==> src/rtl/rr_arbiter_four.sv <==
// rtl/rr_arbiter_four.sv - four-client round-robin arbiter with hold-time limit
//
// Purpose: grants one shared resource to one of four requesters in rotating
// priority order, limits each grant to MAX_HOLD cycles and inserts one idle
// turnaround cycle between consecutive grants.
//
// Ports:
//   clk        rising-edge clock
//   rst        synchronous active-high reset
//   req[3:0]   level-sensitive request, bit i = client i
//   release_i  current owner is finished (only looked at while granting)
//   gnt[3:0]   one-hot grant, decode(gnt_idx) while gnt_vld, else 0
//   gnt_idx    current/last owner index
//   gnt_vld    grant active (equals |gnt)
//   tmo        one-cycle pulse in the gap that follows a hold-limit timeout
module rr_arbiter_four #(
    parameter int MAX_HOLD = 8
) (
    input  logic       clk,
    input  logic       rst,
    input  logic [3:0] req,
    input  logic       release_i,
    output logic [3:0] gnt,
    output logic [1:0] gnt_idx,
    output logic       gnt_vld,
    output logic       tmo
);

    typedef enum logic [1:0] {
        ST_IDLE  = 2'd0,
        ST_GRANT = 2'd1,
        ST_GAP   = 2'd2
    } state_t;

    // cnt counts 0..MAX_HOLD-1 across the grant, so the grant ends on the
    // edge that closes its MAX_HOLD-th cycle.
    localparam logic [7:0] HOLD_LAST = 8'(MAX_HOLD - 1);

    state_t     state_q, state_d;
    logic [1:0] ptr_q, ptr_d;
    logic [7:0] cnt_q, cnt_d;
    logic [3:0] gnt_q, gnt_d;
    logic [1:0] gnt_idx_q, gnt_idx_d;
    logic       gnt_vld_q, gnt_vld_d;
    logic       tmo_q, tmo_d;

    logic       win_found;
    logic [1:0] win_idx;
    logic [1:0] cand;
    logic       end_rel;
    logic       end_drop;
    logic       end_tmo;

    function automatic logic [3:0] decode(input logic [1:0] idx);
        return 4'b0001 << idx;
    endfunction

    // Priority search starting at ptr; 2-bit addition gives the mod-4 wrap.
    always_comb begin
        win_found = 1'b0;
        win_idx   = ptr_q;
        cand      = ptr_q;
        for (int i = 0; i < 4; i++) begin
            cand = ptr_q + 2'(i);
            if (!win_found && req[cand]) begin
                win_found = 1'b1;
                win_idx   = cand;
            end
        end
    end

    always_comb begin
        state_d   = state_q;
        ptr_d     = ptr_q;
        cnt_d     = cnt_q;
        gnt_idx_d = gnt_idx_q;
        gnt_d     = 4'b0000;
        gnt_vld_d = 1'b0;
        tmo_d     = 1'b0;

        end_rel  = release_i;
        end_drop = !req[gnt_idx_q];
        end_tmo  = (cnt_q == HOLD_LAST);

        case (state_q)
            ST_IDLE, ST_GAP: begin
                if (win_found) begin
                    state_d   = ST_GRANT;
                    gnt_idx_d = win_idx;
                    cnt_d     = 8'd0;
                    gnt_d     = decode(win_idx);
                    gnt_vld_d = 1'b1;
                end else begin
                    state_d = ST_IDLE;
                end
            end
            ST_GRANT: begin
                if (end_rel || end_drop || end_tmo) begin
                    state_d = ST_GAP;
                    ptr_d   = gnt_idx_q + 2'd1;
                    // Release and request drop take precedence over timeout.
                    tmo_d   = end_tmo && !end_rel && !end_drop;
                end else begin
                    cnt_d     = cnt_q + 8'd1;
                    gnt_d     = gnt_q;
                    gnt_vld_d = 1'b1;
                end
            end
            default: begin
                state_d = ST_IDLE;
            end
        endcase
    end

    always_ff @(posedge clk) begin
        if (rst) begin
            state_q   <= ST_IDLE;
            ptr_q     <= 2'd0;
            cnt_q     <= 8'd0;
            gnt_q     <= 4'b0000;
            gnt_idx_q <= 2'd0;
            gnt_vld_q <= 1'b0;
            tmo_q     <= 1'b0;
        end else begin
            state_q   <= state_d;
            ptr_q     <= ptr_d;
            cnt_q     <= cnt_d;
            gnt_q     <= gnt_d;
            gnt_idx_q <= gnt_idx_d;
            gnt_vld_q <= gnt_vld_d;
            tmo_q     <= tmo_d;
        end
    end

    assign gnt     = gnt_q;
    assign gnt_idx = gnt_idx_q;
    assign gnt_vld = gnt_vld_q;
    assign tmo     = tmo_q;

endmodule

==> config.mk <==
export PLATFORM = sky130hd
export DESIGN_NAME = rr_arbiter_four
export DESIGN_NICKNAME = d
export VERILOG_FILES = /design/src/rtl/rr_arbiter_four.sv
export SDC_FILE = /design/constraint.sdc
export NUM_CORES = 1
export LEC_CHECK = 0
export ABC_AREA = 1
export BUFFER_PORTS_ARGS = -buffer_cell sky130_fd_sc_hd__buf_2
export CAP_MARGIN = 0
export CORE_AREA = 2 2 50 52
export DETAILED_ROUTE_END_ITERATION = 8
export DIE_AREA = 0 0 52 54
export MAX_ROUTING_LAYER = met4
export PLACE_DENSITY = 0.83
export SKIP_CTS_REPAIR_TIMING = 1
export SYNTH_ARGS = -nofsm -noshare
export SYNTH_HDL_FRONTEND = slang
export SYNTH_SLANG_ARGS = --single-unit
==> constraint.sdc <==
create_clock -name clk -period 4.9 [get_ports clk]
set_clock_uncertainty 0.05 [all_clocks]
set_input_delay 0.49 -clock clk [delete_from_list [all_inputs] [get_ports clk]]
set_output_delay 0.49 -clock clk [all_outputs]
set_load 0.01 [all_outputs]
==> flow_metrics.tcl <==
set metrics [dict create \
    core_region_area_um2 2320 \
    arrival_ns 2.18 \
    viasPerCell 5.25 \
    drt_pass1_iterations 4 \
    p_total_w 0.000744 \
    layout_commonest_cell "nand2_1" \
    cts_root_buf "clkbuf_4" \
    fin_crit_sh 0.406 \
    netlist_area_um2 1350 \
    finalSetupTns_ns 0 \
    layout_common_cells "nand2_1 (61), dfxtp_1 (20), inv_1 (17)" \
    antennaDiodeCount 0 \
    cts_tree "built" \
    std_cell_rows 18 \
    die_x_um 52 \
    die_area_um2 2810 \
    drv_slew 0 \
    clk_latency_ns 0.31 \
    cts_buffer_depth 2 \
    fill_cells 209 \
    drc 0 \
    syn-num-nets 204 \
    numCtsBuffers 3 \
    path_class "flop to flop" \
    worstHoldPathType "input pin to flop" \
    crit_fanout 13 \
    antenna_found_initial 0 \
    die_y_um 54 \
    synth-seq-area-share 0.296 \
    endpoint_kind "flop" \
    h-tree-depth 1 \
    start_util 0.583 \
    dp.final_hpwl_um 2230 \
    setup_slack_ns 2.91 \
    yosysWarningCount 0 \
    place_ws_ns 2.95 \
    ys_ff_latch 20 \
    setup_viol 0 \
    grtUsageTotal 0.229 \
    status "finished, final reports clean" \
    num_io_pins 15 \
    power_density_nw_per_um2 508 \
    syn_inst 196 \
    maxCapViolations 0 \
    wire_per_inst_um 11.8 \
    grt_pass1_wl_um 4590 \
    worstPathRequired_ns 5.09 \
    clock.fmax_ghz 0.502 \
    area_delta_synth_final_pct 8.42 \
    worstSetupStartpointType "flop" \
    drive_gt1_frac 0.267 \
    hold_viol 0 \
    place.gp.congestion 0.855 \
    final_net_count 219 \
    max-slew-margin-rel 0.716 \
    drtIter0Drc 35 \
    p_leak_nw 0.675 \
    hold_start "release_i" \
    rsz0062_at_grt "no" \
    ant_nets 0 \
    vias 1260 \
    grt_pass1_vias 1123 \
    routed_wl_um 2830 \
    grt_start_max_net_pins 17 \
    avgSynthCellArea_um2 6.90 \
    setup.worst_path.start "ptr_q[0]" \
    overflow 0 \
    ys_types 29 \
    vdd_drop_max_v 0.000424 \
    fin_crit_ns 1.99 \
    rr_startpoint "ptr_q[0]" \
    tightest_slew_ns 0.425 \
    cts.clk_slew.worst_paths_ns 0.11 \
    io_buffers 14 \
    cts.sinks 20 \
]
## cell families after synthesis
logic type,after synthesis,share of synthesized area
DFF,20,0.296
xor gates and xnor gates,3,0.0194
buffers and inverters,27,0.0953
adders and majority gates,1,0.00925
and+or+nand+nor,121,0.464
AOI/OAI and AO/OA,24,0.116
## cell type report
type / instances / area, µm² / area share
clock buffer: 4 / 36.3 / 0.0247
tap: 30 / 37.5 / 0.0256
inverter: 23 / 98.8 / 0.0674
timing repair buffer: 14 / 70.1 / 0.0478
sequential: 20 / 400 / 0.273
multi-input combinational: 149 / 823 / 0.561
## stage by stage
stage	utilization	instances	instance area (µm²)	hold slack, ns
finish	0.632	240	1470	0.405
global route	0.632	240	1470	0.416
CTS	0.632	240	1470	0.404
detailed placement	0.617	236	1430	0.406
global placement	0.617	236	1430	0.401
floorplan	-	196	1350	0.418
## worst paths after layout
check,to,slack [ns],cells after the start
max,gnt[2],2.91,10
min,tmo,0.41,4
max reg2reg,gnt[2],2.91,10
min reg2reg,gnt[3],0.42,2
## per-layer routing
metal / part of all wire / track usage / up-vias
li1: - / - / 656
met1: 0.42 / 0.241 / 570
met2: 0.53 / 0.420 / 32
met3: 0.040 / 0.0500 / 2
met4: 0.0060 / 0.0833 / 0
met5: 0 / - / -
## registers in the layout (all words and copies together), names as in the netlist
signal	cells
cnt_q	8
gnt	4
gnt_idx	2
gnt_vld	1
ptr_q	2
state_q	2
tmo	1
## Yosys cell counts, drive strengths merged
master  instances  area (µm²)
nand2          81         392
inv            22        82.6
dfxtp          20         400
nand3          17        97.6
a21oi          15        97.6
nor2           13        67.6
nand4           6        50.0
o21ai           5        28.8
buf             3        26.3
nor3            3        15.0
xor2            3        26.3
a211oi          2        15.0
o211ai          2        15.0
clkbuf          1        3.75
clkinv          1        16.3
ha              1        12.5
nor4            1        6.26
## worst max-delay path, stage by stage, from the launching register on
cell and delay (ns):
dfxtp_1 0.60, inv_2 0.22, nand2_1 0.12, nand2_2 0.08, nand2_2 0.08, nand2_4 0.08, nor2_8 0.12, nand4_2 0.11
a21oi_2 0.23, nand2_1 0.08, a21oi_1 0.15
## where the power goes
part / switching [W] / internal (W)
registers: 0.0000339 / 0.000196
clock network: 0.0000516 / 0.0000454
logic: 0.000283 / 0.000134
(Power assumes the default switching activity.)
